File: config.mk
export PLATFORM = sky130hd
export DESIGN_NAME = loba_mult_pipe
export DESIGN_NICKNAME = d
export VERILOG_FILES = /design/src/rtl/loba_pkg.sv /design/src/rtl/loba_operand_split.sv /design/src/rtl/loba_mult_pipe.sv
export SDC_FILE = /design/constraint.sdc
export NUM_CORES = 1
export LEC_CHECK = 0
export CAP_MARGIN = 20
export CORE_ASPECT_RATIO = 2
export CORE_UTILIZATION = 25
export DETAILED_ROUTE_END_ITERATION = 10
export PLACE_DENSITY_LB_ADDON = 0.08
export SYNTH_ARGS = -nofsm -noshare
export SYNTH_HDL_FRONTEND = slang
export SYNTH_SLANG_ARGS = --single-unit
File: constraint.sdc
create_clock -name clk -period 13.87 [get_ports clk]
set_clock_uncertainty 0.05 [all_clocks]
set_input_delay 4.161 -clock clk [delete_from_list [all_inputs] [get_ports clk]]
set_output_delay 4.161 -clock clk [all_outputs]
set_load 0.05 [all_outputs]
File: src/rtl/loba_pkg.sv
// Shared types and helpers for the pipelined LOBA multiplier.
package loba_pkg;

   typedef enum logic [1:0] {
      LOBA_HH   = 2'd0,
      LOBA_HL   = 2'd1,
      LOBA_HLLH = 2'd2,
      LOBA_ALL  = 2'd3
   } loba_mode_e;

   localparam int LOBA_MAX_W = 64;

   // Width needed to hold a bit position inside an n-bit operand.
   function automatic int pos_w(input int n);
      return (n > 1) ? $clog2(n) : 1;
   endfunction

   // Leading-one position, never below k-1 so a K-bit window always fits.
   function automatic int lob_pos(input logic [LOBA_MAX_W-1:0] x, input int k);
      int p;
      p = k - 1;
      for (int i = 0; i < LOBA_MAX_W; i++) begin
         if (x[i] && (i > p)) p = i;
      end
      return p;
   endfunction

endpackage

File: src/rtl/loba_operand_split.sv
// Splits an unsigned magnitude into high and low K-bit leading-one segments.
module loba_operand_split
   import loba_pkg::*;
#(
   parameter int K = 4,
   parameter int N = 16
) (
   input  logic [N-1:0]          x,
   output logic [K-1:0]          xh,
   output logic [K-1:0]          xl,
   output logic [pos_w(N)-1:0]   kh,
   output logic [pos_w(N)-1:0]   kl
);

   localparam int PW = pos_w(N);

   int          kh_i;
   int          kl_i;
   logic [N-1:0] xh_w;
   logic [N-1:0] rem;
   logic [N-1:0] xl_w;

   always_comb begin
      kh_i = lob_pos(LOBA_MAX_W'(x), K);
      xh_w = x >> (kh_i - K + 1);
      // rem keeps only the bits below the high window
      rem  = x & ~({N{1'b1}} << (kh_i - K + 1));
      kl_i = lob_pos(LOBA_MAX_W'(rem), K);
      xl_w = rem >> (kl_i - K + 1);
      xh   = xh_w[K-1:0];
      xl   = xl_w[K-1:0];
      kh   = PW'(kh_i);
      kl   = PW'(kl_i);
   end

endmodule

File: src/rtl/loba_mult_pipe.sv
// Three-stage signed LOBA multiplier with per-item partial-product count
// and valid/ready handshakes on both sides.
module loba_mult_pipe
   import loba_pkg::*;
#(
   parameter int K  = 4,
   parameter int NA = 16,
   parameter int NB = 16
) (
   input  logic              clk,
   input  logic              rst_n,
   input  logic              in_valid,
   output logic              in_ready,
   input  logic [NA-1:0]     in_a,
   input  logic [NB-1:0]     in_b,
   input  logic [1:0]        in_mode,
   output logic              out_valid,
   input  logic              out_ready,
   output logic [NA+NB-1:0]  out_r
);

   localparam int NR = NA + NB;
   localparam int PA = pos_w(NA);
   localparam int PB = pos_w(NB);

   logic adv;
   assign adv      = !out_valid || out_ready;
   assign in_ready = adv;

   logic [NA-1:0] a_mag;
   logic [NB-1:0] b_mag;
   logic [K-1:0]  ah0, al0, bh0, bl0;
   logic [PA-1:0] kha0, kla0;
   logic [PB-1:0] khb0, klb0;

   always_comb begin
      a_mag = in_a[NA-1] ? (~in_a + 1'b1) : in_a;
      b_mag = in_b[NB-1] ? (~in_b + 1'b1) : in_b;
   end

   loba_operand_split #(.K(K), .N(NA)) u_split_a (
      .x(a_mag), .xh(ah0), .xl(al0), .kh(kha0), .kl(kla0)
   );

   loba_operand_split #(.K(K), .N(NB)) u_split_b (
      .x(b_mag), .xh(bh0), .xl(bl0), .kh(khb0), .kl(klb0)
   );

   logic          v1, sign1;
   loba_mode_e    mode1;
   logic [K-1:0]  ah1, al1, bh1, bl1;
   logic [PA-1:0] kha1, kla1;
   logic [PB-1:0] khb1, klb1;

   always_ff @(posedge clk or negedge rst_n) begin
      if (!rst_n) begin
         v1    <= 1'b0;
         sign1 <= 1'b0;
         mode1 <= LOBA_HH;
         ah1   <= '0;
         al1   <= '0;
         bh1   <= '0;
         bl1   <= '0;
         kha1  <= '0;
         kla1  <= '0;
         khb1  <= '0;
         klb1  <= '0;
      end else if (adv) begin
         v1    <= in_valid;
         sign1 <= in_a[NA-1] ^ in_b[NB-1];
         mode1 <= loba_mode_e'(in_mode);
         ah1   <= ah0;
         al1   <= al0;
         bh1   <= bh0;
         bl1   <= bl0;
         kha1  <= kha0;
         kla1  <= kla0;
         khb1  <= khb0;
         klb1  <= klb0;
      end
   end

   // Shift is the sum of both window LSB positions, always >= 0.
   function automatic logic [NR-1:0] pp(input logic [K-1:0] x, input logic [K-1:0] y,
                                        input int kx, input int ky);
      logic [2*K-1:0] m;
      m = {{K{1'b0}}, x} * {{K{1'b0}}, y};
      return NR'(m) << (kx + ky - 2 * (K - 1));
   endfunction

   logic          v2, sign2;
   loba_mode_e    mode2;
   logic [NR-1:0] pp_hh2, pp_hl2, pp_lh2, pp_ll2;

   always_ff @(posedge clk or negedge rst_n) begin
      if (!rst_n) begin
         v2     <= 1'b0;
         sign2  <= 1'b0;
         mode2  <= LOBA_HH;
         pp_hh2 <= '0;
         pp_hl2 <= '0;
         pp_lh2 <= '0;
         pp_ll2 <= '0;
      end else if (adv) begin
         v2     <= v1;
         sign2  <= sign1;
         mode2  <= mode1;
         pp_hh2 <= pp(ah1, bh1, int'(kha1), int'(khb1));
         pp_hl2 <= pp(ah1, bl1, int'(kha1), int'(klb1));
         pp_lh2 <= pp(al1, bh1, int'(kla1), int'(khb1));
         pp_ll2 <= pp(al1, bl1, int'(kla1), int'(klb1));
      end
   end

   logic [NR:0]   sum;
   logic [NR-1:0] mag3;
   logic [NR-1:0] res3;

   always_comb begin
      sum = {1'b0, pp_hh2};
      if (mode2 >= LOBA_HL)   sum = sum + {1'b0, pp_hl2};
      if (mode2 >= LOBA_HLLH) sum = sum + {1'b0, pp_lh2};
      if (mode2 == LOBA_ALL)  sum = sum + {1'b0, pp_ll2};
      mag3 = sum[NR-1:0];
      res3 = sign2 ? (~mag3 + 1'b1) : mag3;
   end

   always_ff @(posedge clk or negedge rst_n) begin
      if (!rst_n) begin
         out_valid <= 1'b0;
         out_r     <= '0;
      end else if (adv) begin
         out_valid <= v2;
         out_r     <= res3;
      end
   end

endmodule
# Word-level counts from Yosys, hierarchy flattened
# Index checks and enable logic that the tools add are counted.
[classes]
n_lt_le_gt_ge = 46
bitwise = 8
muxes = 54
shifts = 10
reduce_logical = 46
addsub = 22
mul = 4
div_mod_pow = 0
eq_ne = 1
[op_table]
columns = ["cell", "count"]
rows = [
  ["32-bit two-way mux", 26],
  ["5-bit by 32-bit > comparator with 1-bit output (first input constant)", 16],
  ["4-bit by 32-bit > comparator with 1-bit output (first input constant)", 6],
  ["32-bit by 2-bit adder with 32-bit output (second input constant)", 4],
  ["8-bit by 32-bit left shift with 32-bit output", 4],
  ["16-bit by 32-bit right shift with 4-bit output", 4],
  ["32-bit adder", 3],
  ["4-bit two-way mux", 16],
  ["16-bit NOT", 4],
  ["16-bit by 32-bit left shift with 16-bit output (first input constant)", 2],
  ["32-bit by 4-bit subtractor with 32-bit output (second input constant)", 2],
  ["4-bit > comparator (first input constant)", 14],
  ["1-bit logical AND", 44],
  ["16-bit by 1-bit adder with 16-bit output (second input constant)", 2],
  ["32-bit by 1-bit adder with 32-bit output (second input constant)", 1],
  ["16-bit bitwise AND", 2],
  ["4-bit by 4-bit multiplier with 8-bit output", 4],
  ["16-bit two-way mux", 2],
  ["32-bit NOT", 1],
  ["3-bit two-way mux", 10],
  ["5-bit by 3-bit subtractor with 6-bit output (second input constant)", 4],
  ["4-bit by 4-bit adder with 5-bit output", 4],
  ["3-bit > comparator (first input constant)", 6],
  ["4-bit by 3-bit subtractor with 5-bit output (second input constant)", 2],
  ["7 further kinds", 8],
]
[totals]
n_memories = 0
wordCells = 211
rom_bits = 0
latch_bits = 0
ramBits = 0
out_inout_bits = 34
register_bits = 201
in_bits = 38

# Depth between registers and ports, before layout
# Gate-level depths: netlist of run 1.
[depth]
ltp_word = 79
ltp_mapped = 33
ltp_nobuf = 32

# Modules after synthesis
# A second synthesis of run 1 with hierarchy kept.
[unflattened]
hier_cells = 3001
hier_area_um2 = 23187.2
[by_module_without_submodules]
columns = ["module", "n_inst", "area_each_um2", "cells_each", "seq_area_each_um2"]
rows = [
  ["loba_mult_pipe", 1, 19894.1, 2515, 5029.8],
  ["loba_operand_split (u_split_b)", 1, 1750.4, 251, 0.0],
  ["loba_operand_split (u_split_a)", 1, 1542.7, 235, 0.0],
]

# Least setup slack after synthesis of run 1
# Ideal clock, no wire load.
[synth_path]
kind = "input to register"
from = "input in_a[0]"
to = "register al1[0]"
cell_stages = 31
arrival_ps = 10739
required_ps = 13696
setup_ps = 124
n_path_buf = 7
setup_slack_ps = 2957
cell_sequence = "inv_1 ha_1 or4b_4 buf_6 or3_4 or4_1 a31oi_1 o21ai_1 and3_1 buf_6 clkinv_4 clkbuf_1 buf_1 ha_1 inv_1 nand3_1 o21ai_1 or3_1 buf_2 buf_6 o32a_1 nor2b_1 a31oi_1 o21ai_0 buf_2 ha_1 xnor2_2 mux2_1 mux2_2 a21o_1 a211o_1"
[synth_between]
elab_chain_len = 79
[synth_lines]
columns = ["item", "line", "text"]
rows = [
  ["start: declaration", "loba_mult_pipe.sv:14", "input logic [NA-1:0] in_a,"],
  ["16-bit NOT (*)", "loba_mult_pipe.sv:37", "a_mag = in_a[NA-1] ? (~in_a + 1'b1) : in_a;"],
  ["16-bit by 1-bit adder with 16-bit output (*)", "loba_mult_pipe.sv:37", ""],
  ["16-bit two-way mux (*)", "loba_mult_pipe.sv:37", ""],
  ["3-bit two-way mux", "loba_pkg.sv:23", "if (x[i] && (i > p)) p = i;"],
  ["4-bit by 32-bit > comparator with 1-bit output", "loba_pkg.sv:23", ""],
  ["1-bit logical AND", "loba_pkg.sv:23", ""],
  ["32-bit two-way mux", "loba_pkg.sv:23", ""],
  ["4-bit by 32-bit > comparator with 1-bit output", "loba_pkg.sv:23", ""],
  ["[... 29 more ...]", "n/a", ""],
  ["named net kha0[0]", "loba_mult_pipe.sv:33", "logic [PA-1:0] kha0, kla0;"],
  ["[... 35 more ...]", "n/a", ""],
  ["4-bit two-way mux", "loba_pkg.sv:23", ""],
  ["4-bit > comparator", "loba_pkg.sv:23", ""],
  ["1-bit logical AND", "loba_pkg.sv:23", ""],
  ["4-bit two-way mux (*)", "loba_pkg.sv:23", ""],
  ["named net kla0[0]", "loba_mult_pipe.sv:33", ""],
  ["4-bit by 3-bit subtractor with 5-bit output (*)", "loba_operand_split.sv:29", "xl_w = rem >> (kl_i - K + 1);"],
  ["32-bit by 2-bit adder with 32-bit output (*)", "loba_operand_split.sv:29", ""],
  ["16-bit by 32-bit right shift with 4-bit output (*)", "loba_operand_split.sv:29", ""],
  ["end signal: assignment", "loba_mult_pipe.sv:73", "al1 <= al0;"],
  ["end: declaration", "loba_mult_pipe.sv:51", "logic [K-1:0] ah1, al1, bh1, bl1;"],
]
# The timed path passes the listed nets; every way through them passes the cells marked *.
# A chain may end at the register's enable or synchronous reset.

# Worst setup path after layout of run 1
[layout_path]
from = "input in_a[0]"
to = "register al1[0]"
[layout_between]
elab_chain_len = 79
[layout_lines]
columns = ["item", "line"]
rows = [
  ["16-bit NOT", "loba_mult_pipe.sv:37"],
  ["16-bit by 1-bit adder with 16-bit output", "loba_mult_pipe.sv:37"],
  ["16-bit two-way mux (*)", "loba_mult_pipe.sv:37"],
  ["3-bit two-way mux", "loba_pkg.sv:23"],
  ["4-bit by 32-bit > comparator with 1-bit output", "loba_pkg.sv:23"],
  ["1-bit logical AND", "loba_pkg.sv:23"],
  ["32-bit two-way mux", "loba_pkg.sv:23"],
  ["4-bit by 32-bit > comparator with 1-bit output", "loba_pkg.sv:23"],
  ["[... 63 more ...]", "n/a"],
  ["1-bit logical AND", "loba_pkg.sv:23"],
  ["4-bit two-way mux", "loba_pkg.sv:23"],
  ["4-bit > comparator", "loba_pkg.sv:23"],
  ["1-bit logical AND", "loba_pkg.sv:23"],
  ["4-bit two-way mux", "loba_pkg.sv:23"],
  ["4-bit by 3-bit subtractor with 5-bit output", "loba_operand_split.sv:29"],
  ["32-bit by 2-bit adder with 32-bit output", "loba_operand_split.sv:29"],
  ["16-bit by 32-bit right shift with 4-bit output (*)", "loba_operand_split.sv:29"],
]
# Mark *: on every way between the ends. The rest lies on a longest branch, timed or not.

==> reports/results.tsv, run 1 <==
metric	value	unit
critPathTopFamily	simple AND/OR/NAND/NOR gates	
setup_viol	0	
crit_buf_inv	6	
grt_start_max_net_pins	142	
yosysSeqAreaShare	0.2194	
dieArea	93000	um^2
critPathCaptureType	flop	
drt_pass1_iterations	5	
synth_edf_count	0	
yosys.area.top_type	dfrtp_1	
routedWlPerCell	25.03	um
netlist_top_cells_area	dfrtp_1 (22%), ha_1 (9.8%), nand2_1 (5.8%), o21ai_0 (4.9%), nor2_1 (4.1%)	
grt_pass1_vias	22960	
first_iter_violations	1335	
grt_antenna_before_repair	0	
worst_slew_pin_slew	1134	ps
synth_area	22930	um^2
num_antenna_cells	0	
vias	22890	
start_kind	primary input	
powerDensity	244.8	nW/um^2
holdWs	419.1	ps
post_cts_resized	0	
use_met3	0.01496	
place.port_buffers	71	
grt_usage	0.2201	
synth_seq_cells	201	
drive_gt1_frac	0.05863	
hpwl	86.57	mm
yosysUniqueCellTypes	102	
register_area	5031	um^2
post-route-drc-count	0	
drt_wl_total	104.0	mm
cp_common_cell	ha_1	
finalSetupTns	0	ps
area.growth.synth_to_final	11.93	%
gp_congestion	0.9380	
hold_violations	0	
min_period	11290	ps
ant_nets	0	
yosys_warnings	0	
maxCapViolCount	0	
worstSetupPathType	primary input to flop	
arrival	11710	ps
worst_ep_required_time	14290	ps
slowest_stage	ha_1	
cp_slowest_stage_delay	690	ps
synthArstFlopShare	1.000	
maxSlewHeadroom	0.2320	
cts_tree	yes	
hp-class	flop to flop	
drv_slew	0	
synth_top_area_share	0.2194	
cts_num_sinks	201	
clkPwrFrac	0.103	
worstSkewPairLatency	590	ps
ctsHtreeMaxLevel	1	
rsz0062_at_grt	false	
regToRegSetupSlack	3290	ps
status	complete, no violations	
initial_core_util	0.2532	
worstPathMaxFanout	26	
synth_cells	2961	
fill_cells	9930	
postSynthAreaPerCell	7.743	um^2
internal-power	2.704	mW
die_w	216.1	um
p_comb_frac	0.734	
grt_overflow	0	
power_frac_seq	0.163	
peakVddDrop	0.1109	mV
fp-row-count	156	
clk_path_buf_depth	3	
io_pins	72	
grt-busiest-layer	met2	
swShare	0.5697	
synth_ff_type	dfrtp_1	
numCtsBuffers	23	
core-area	90570	um^2
clockRootBuffer	clkbuf_16	
grt_pass1_wl	151.6	mm
syn_nets	3202	
post-cts-setup-buffers	0	
period_share	0.8139	
grt_use_met2	0.4485	
clkTransAtPathRegs	70	ps
leakagePower	11.31	nW
grtUsageMet1	0.1943	
max_freq	88.58	MHz
num-nets-final	3194	
switching_power	3.580	mW
cts_hold_buf	0	
fp.dieH	430.3	um
via_per_inst	5.511	
multi_input_area	16810	um^2
-- worst min-delay path, stage by stage (launching register included) --
cell	delay [ps]
dfrtp_1	340
nand2_1	50
nand2_1	50
-- synthesized netlist by cell type (56+ instances only) --
cell,number
nand2_1,354
nor2_1,248
o21ai_0,226
dfrtp_1,201
a21oi_1,184
ha_1,180
clkbuf_1,134
inv_1,115
nand3_1,106
xnor2_1,97
a22o_1,67
and2_1,63
mux2i_1,63
nor3_1,60
xor2_1,56
-- cell type report --
class | count | area share
clock inverters | 9 | 0.004290
inverters | 125 | 0.01853
repair buffers | 122 | 0.04300
multi-input cells | 2480 | 0.6552
flip-flops and latches | 201 | 0.1960
well taps | 1185 | 0.05777
clock buffers | 31 | 0.02516
-- logic make-up (layout without fill, tap and decap cells) --
kind of cell,after synthesis,after routing,synth area share
adder cells (fa/ha/maj),203,203,0.1183
AND/OR/NAND/NOR,1065,1065,0.2216
AO/OA/AOI/OAI,962,962,0.2874
flip-flops,201,201,0.2194
buffers and inverters,280,287,0.04780
multiplexers,94,94,0.04469
XOR/XNOR,156,156,0.06085
-- worst paths after layout --
kind	start	end	cells after the start
max	in_a[0]	al1[0]$_DFFE_PN0P_	27
min	v2$_DFFE_PN0P_	v2$_DFFE_PN0P_	2
max reg2reg	pp_hh2[0]$_DFFE_PN0P_	out_r[31]$_DFFE_PN0P_	28
min reg2reg	v2$_DFFE_PN0P_	v2$_DFFE_PN0P_	2
max in group asynchronous	rst_n	pp_hh2[22]$_DFFE_PN0P_	3
min in group asynchronous	rst_n	out_r[29]$_DFFE_PN0P_	1
-- metal layers --
metal	routed length, um	vias up
li1	-	10910
met1	32710	11140
met2	59270	634
met3	2763	203
met4	9210	0
met5	0	-
-- through the flow --
stage	setup WS [ps]	utilization	instances	power [mW]	cell area [um^2]
detailed placement	2067	0.2749	4111	5.655	24900
global placement	2186	0.2749	4110	5.644	24890
finish	2581	0.2834	4153	6.283	25660
CTS	2688	0.2833	4151	6.343	25650
floorplan	2957	-	2961	4.045	22930
global route	1942	0.2834	4153	6.770	25660
-- power groups by stage --
stage | clock (mW) | combinational (mW) | sequential, mW
floorplan | 0 | 3.00 | 1.04
global placement | 0 | 4.60 | 1.04
detailed placement | 0 | 4.61 | 1.05
CTS | 0.672 | 4.64 | 1.04
global route | 0.688 | 5.04 | 1.04
finish | 0.647 | 4.61 | 1.02
-- cells in the final DEF (no fill, tap or decap), types with 16 or more instances in the layout --
| master | n |
|---|---|
| inv_1 | 114 |
| xor2_1 | 56 |
| and3_1 | 25 |
| nor2_1 | 247 |
| mux2i_1 | 63 |
| clkbuf_16 | 23 |
| or3_1 | 34 |
| a211o_1 | 17 |
| o22ai_1 | 18 |
| nand2_1 | 354 |
| nor4_1 | 17 |
| a21o_1 | 52 |
| or2_2 | 16 |
| clkdlybuf4s50_1 | 70 |
| a211oi_1 | 48 |
| buf_4 | 47 |
| o21ai_0 | 225 |
| o221ai_1 | 16 |
| a22oi_1 | 27 |
| nor2b_1 | 35 |
| ha_1 | 180 |
| a22o_1 | 67 |
| o31ai_1 | 40 |
| nor3_1 | 60 |
| o21a_1 | 20 |
| fa_1 | 23 |
| o211ai_1 | 26 |
| a31oi_1 | 39 |
| xnor2_1 | 97 |
| and2_1 | 63 |
| mux2_2 | 25 |
| a21oi_1 | 184 |
| dfrtp_1 | 200 |
| nand3_1 | 106 |
| nand2b_1 | 34 |
-- flip-flops by register name, indices dropped and copies added, names as in the netlist --
| name | flops |
|---|---|
| ah1 | 4 |
| al1 | 4 |
| bh1 | 4 |
| bl1 | 4 |
| kha1 | 4 |
| khb1 | 4 |
| kla1 | 4 |
| klb1 | 4 |
| mode1 | 2 |
| mode2 | 2 |
| out_r | 32 |
| out_valid | 1 |
| pp_hh2 | 32 |
| pp_hl2 | 32 |
| pp_lh2 | 32 |
| pp_ll2 | 32 |
| sign1 | 1 |
| sign2 | 1 |
| v1 | 1 |
| v2 | 1 |
No activity file was read; power rests on OpenSTA's default activity.
==> run 2, diff against run 1 <==
Clock period 13.87 ns to 9.7 ns, I/O delays scaled along.
==> run 2 against run 1 <==
  * First-iteration DRC count rose by 4.0%
  * Wire length rose by 0.50%
  * Register-to-register slack got worse by 2800 ps
  * Global-route usage barely moved
  * Design area rose by 2.1%
  * Utilization rose by 0.60 points
  * Setup slack got worse by 2100 ps
  * Non-clock buffer count rose by 61
  * Die area did not move
  * Via count rose by 0.52%
  * Sequential share of layout area fell by 0.40 points
  * Critical path type is now flop to flop
  * Critical endpoint is now out_r[31]$_DFFE_PN0P_
==> reports/results.tsv, run 2 (synthesis gave the netlist of run 1 again) <==
metric	value	unit	change
hpwl	87.87	mm	+1.5%
fin_area	26200	um^2	+2.1%
dp_cells	4173		+1.5%
placed_area	25370	um^2	+1.9%
layoutNonFillerInstCount	4220		+1.6%
grt_usage	0.2201		about the same
worstPathMaxFanout	6		-77%
drt_wl_total	104.5	mm	+0.50%
cts_hold_buf	0		unchanged
setup_viol	0		unchanged
cts_num_sinks	201		unchanged
rsz0062_at_grt	false		
num-nets-final	3255		+1.9%
numCtsBuffers	23		unchanged
cts_tree	yes		
die_w	216.1	um	unchanged
finalSetupTns	0	ps	unchanged
register_area	5031	um^2	unchanged
worstSkewPairLatency	580	ps	about the same
slowest_stage	or4b_1		
arrival	9700	ps	-2010 ps
ctsHtreeMaxLevel	1		unchanged
post-route-drc-count	0		unchanged
ant_nets	0		unchanged
gp_congestion	0.9636		+2.7%
fp.dieH	430.3	um	unchanged
maxSlewHeadroom	0.2584		+0.02649
drive_gt1_frac	0.08017		+0.02155
fp-row-count	156		unchanged
grt_pass1_wl	152.1	mm	+0.30%
grt_start_max_net_pins	144		+1.4%
vias	23010		+0.52%
grt_pass1_vias	22980		+0.074%
grt_overflow	0		unchanged
hp-class	flop to flop		
layout_common_cells	nand2_1 (354), nor2_1 (247), o21ai_0 (224), dfrtp_1 (200), a21oi_1 (182)		
fill_cells	9877		-0.53%
place.port_buffers	71		unchanged
worstSetupPathType	flop to flop		
maxCapViolCount	0		unchanged
via_per_inst	5.452		-1.1%
drt_pass1_iterations	5		unchanged
grt_antenna_before_repair	2		+2
cp_slowest_stage_delay	610	ps	-80 ps
clkTransAtPathRegs	70	ps	about the same
period_share	0.9536		
multi_input_area	16850	um^2	+0.23%
worst_ep_required_time	10150	ps	-4140 ps
core-area	90570	um^2	unchanged
min_period	9250	ps	
final_common_cell	nand2_1		
dieArea	93000	um^2	unchanged
max_freq	108.1	MHz	
initial_core_util	0.2532		unchanged
routedWlPerCell	24.76	um	-1.1%
critPathCaptureType	flop		
io_pins	72		unchanged
area.growth.synth_to_final	14.28	%	
start_kind	flop		
hold_violations	0		unchanged
drv_slew	0		unchanged
first_iter_violations	1388		+4.0%
clockRootBuffer	clkbuf_16		
peakVddDrop	0.1411	mV	+27%
powerDensity	344.4	nW/um^2	+41%
status	complete, no violations		
worst_slew_pin_slew	1084	ps	-49.84 ps
leakagePower	11.61	nW	+2.7%
clk_path_buf_depth	3		unchanged
-- run 2: cell count changes in the layout (fill, tap and decap cells not counted), sizes merged --
cell	previous run	this run
buf	51	113
inv	119	121
clkinvlp	0	3
clkbuf	32	27
diode	0	4
clkinv	13	14
-- run 2: power by group --
part / switching, mW / internal [mW]
Sequential: 0.426 / 1.10
Combinational: 4.25 / 2.31
Clock: 0.423 / 0.513
-- run 2: critical path: cells and delay by family (launching register included) --
family / cells / cell delay (ps)
XOR/XNOR: 4 / 1140
adder cells (fa/ha/maj): 4 / 1540
AND/OR/NAND/NOR: 7 / 2400
AO/OA/AOI/OAI: 14 / 3600
flip-flops: 1 / 430
-- run 2: layout make-up --
class	count	area share
Multi-Input combinational cell	2480	0.6432
Sequential cell	201	0.1920
Timing Repair Buffer	183	0.06021
Tap cell	1185	0.05658
Clock buffer	27	0.02330
Inverter	125	0.01815
Clock inverter	15	0.006160
Antenna cell	4	0.0003820
-- run 2: final timing paths --
kind,start,end,slack [ps],depth (start not counted)
setup / recovery,pp_hh2[0]$_DFFE_PN0P_,out_r[31]$_DFFE_PN0P_,450,29
max in group asynchronous,rst_n,mode2[1]$_DFFE_PN0P_,6040,2
hold reg to reg,v2$_DFFE_PN0P_,v2$_DFFE_PN0P_,420,2
setup reg to reg,pp_hh2[0]$_DFFE_PN0P_,out_r[31]$_DFFE_PN0P_,450,29
min in group asynchronous,rst_n,out_r[30]$_DFFE_PN0P_,2210,1
hold / removal,v2$_DFFE_PN0P_,v2$_DFFE_PN0P_,420,2
-- run 2: repair_timing --
item | 4_1_cts | 5_1_grt
pin swaps | 0 | 1
setup endpoints to repair | 1 | 3
buffers inserted | 0 | 1
gates resized for setup | 2 | 6
-- run 2: layer usage --
layer,global-route usage,routed length [um],share of wire,up-vias
li1,-,-,-,11060
met1,0.1896,33020,0.32,11230
met2,0.4493,59300,0.57,503
met3,0.01347,2195,0.021,214
met4,0.1829,9954,0.095,2
met5,0,13,0.00012,-
-- run 2: stage by stage --
stage | power (mW) | utilization | hold slack (ps) | worst slack (ps)
floorplan | 5.784 | - | 380.0 | 38.45
global placement | 8.075 | 0.2801 | 398.9 | -18.24
detailed placement | 8.096 | 0.2801 | 401.0 | -66.36
CTS | 9.088 | 0.2888 | 422.2 | 22.86
global route | 9.692 | 0.2893 | 440.3 | 22.39
finish | 9.023 | 0.2893 | 417.8 | 450.2
==> run 3, diff against run 2 <==
Settings changed: CORE_MARGIN set to 2, CORE_UTILIZATION 25 to 44.
==> run 3 against run 2 <==
  * Setup slack got worse by 28 ps
  * First-iteration DRC count barely moved
  * Global-route usage rose by 13 points
  * Critical path depth fell by 4
  * Maximum frequency fell by 0.31%
  * Design area fell by 2.6%
  * Wire length fell by 9.3%
  * Final cell count fell by 13%
  * Critical endpoint is now bl1[3]$_DFFE_PN0P_
  * Largest cell class unchanged
  * Highest routed layer is now met4
==> reports/results.tsv, run 3 (synthesis gave the netlist of run 1 again) <==
metric	value	unit	change
status	complete, no violations		
dp_cells	3650		-13%
post-route-drc-count	0		unchanged
maxCapViolCount	0		unchanged
worst_slew_pin_slew	1211	ps	+126.3 ps
max_freq	107.8	MHz	-0.31%
first_iter_violations	1389		+0.072%
grt_overflow	0		unchanged
cp_slowest_stage_delay	770	ps	+160 ps
num-nets-final	3255		unchanged
gp_congestion	1.008		+4.6%
routedWlPerCell	25.68	um	+3.7%
area.growth.synth_to_final	11.33	%	
drive_gt1_frac	0.07921		-0.0009636
fp-row-count	118		-24%
fill_cells	5221		-47%
critPathCaptureType	flop		
holdWs	415.6	ps	-2.280 ps
finalSetupTns	0	ps	unchanged
die_w	165.4	um	-23%
cts_tree	yes		
start_kind	primary input		
final_common_cell	nand2_1		
maxSlewHeadroom	0.1844		-0.07402
grt_pass1_vias	23170		+0.83%
post-cts-setup-buffers	0		unchanged
drt_wl_total	94.80	mm	-9.3%
via_per_inst	6.301		+16%
post_cts_resized	0		-2
worstSetupPathType	primary input to flop		
dieArea	54060	um^2	-42%
drt_pass1_iterations	7		+2
fp.dieH	326.8	um	-24%
rsz0062_at_grt	false		
drv_slew	0		unchanged
clkTransAtPathRegs	70	ps	about the same
worstPathMaxFanout	16		+10
hp-class	flop to flop		
multi_input_area	16810	um^2	-0.24%
leakagePower	11.62	nW	about the same
setup_viol	0		unchanged
worstSkewPairLatency	560	ps	-20 ps
place.port_buffers	71		unchanged
period_share	0.9565		+0.002936
ctsHtreeMaxLevel	1		unchanged
layoutNonFillerInstCount	3691		-13%
clockRootBuffer	clkbuf_16		
grt_pass1_wl	140.7	mm	-7.5%
grt_start_max_net_pins	117		-19%
register_area	5031	um^2	unchanged
grt_usage	0.3495		+0.1294
min_period	9278	ps	+28.48 ps
hpwl	77.93	mm	-11%
hold_violations	0		unchanged
core-area	51670	um^2	-43%
slowest_stage	o41ai_1		
numCtsBuffers	22		-4.3%
layout_common_cells	nand2_1 (354), nor2_1 (247), o21ai_0 (225), dfrtp_1 (200), a21oi_1 (184)		
powerDensity	346.2	nW/um^2	+0.54%
clk_path_buf_depth	3		unchanged
worst_ep_required_time	10130	ps	-20 ps
ant_nets	0		unchanged
cts_num_sinks	201		unchanged
peakVddDrop	0.2326	mV	+65%
arrival	9710	ps	about the same
cts_hold_buf	0		unchanged
io_pins	72		unchanged
grt_antenna_before_repair	1		-1
vias	23260		+1.1%
initial_core_util	0.4437		+0.1905
run 3: through the flow:
| stage | worst slack (ps) | power [mW] | area, um^2 | utilization |
|---|---|---|---|---|
| global route | 85.98 | 9.495 | 25530 | 0.4940 |
| finish | 421.7 | 8.838 | 25530 | 0.4940 |
| global placement | 59.87 | 7.709 | 24730 | 0.4785 |
| CTS | 660.8 | 8.762 | 25520 | 0.4939 |
| detailed placement | 95.90 | 7.783 | 24740 | 0.4787 |
| floorplan | 38.45 | 5.784 | 22930 | - |
run 3: final cells by class:
class / count / area share
multi-input combinational: 2480 / 0.6587
sequential: 201 / 0.1971
timing repair buffer: 184 / 0.06235
tap: 660 / 0.03235
clock buffer: 23 / 0.02255
inverter: 125 / 0.01858
clock inverter: 17 / 0.008333
antenna: 1 / 0.00009803
run 3: layer usage:
layer	global-route usage	wire (um)
met2	0.6354	48660
met1	0.2993	28620
met4	0.3874	13200
met5	0	0
met3	0.05104	4309
run 3: path summary, 6_finish.rpt:
kind | startpoint | endpoint | slack, ps | cells past startpoint
setup / recovery | in_b[4] | bl1[3]$_DFFE_PN0P_ | 420 | 25
hold / removal | v2$_DFFE_PN0P_ | v2$_DFFE_PN0P_ | 420 | 2
setup reg to reg | pp_hh2[0]$_DFFE_PN0P_ | out_r[31]$_DFFE_PN0P_ | 590 | 27
hold reg to reg | v2$_DFFE_PN0P_ | v2$_DFFE_PN0P_ | 420 | 2
max in group asynchronous | rst_n | mode2[1]$_DFFE_PN0P_ | 5800 | 2
min in group asynchronous | rst_n | pp_ll2[20]$_DFFE_PN0P_ | 2270 | 1
run 3: critical path: cells and delay by family:
kind                       cells  cell delay (ps)
muxes                          2              560
and+or+nand+nor                7             1610
xor gates and xnor gates       2              350
adders and majority gates      2              560
AOI/OAI and AO/OA              7             2460
buffers and inverters          5             1250
run 3: where the power goes:
group          switching [mW]  internal (mW)  total (mW)
Sequential              0.405           1.10        1.51
Clock                   0.420          0.525       0.944
Combinational            4.10           2.28        6.39
Total                    4.93           3.91        8.84
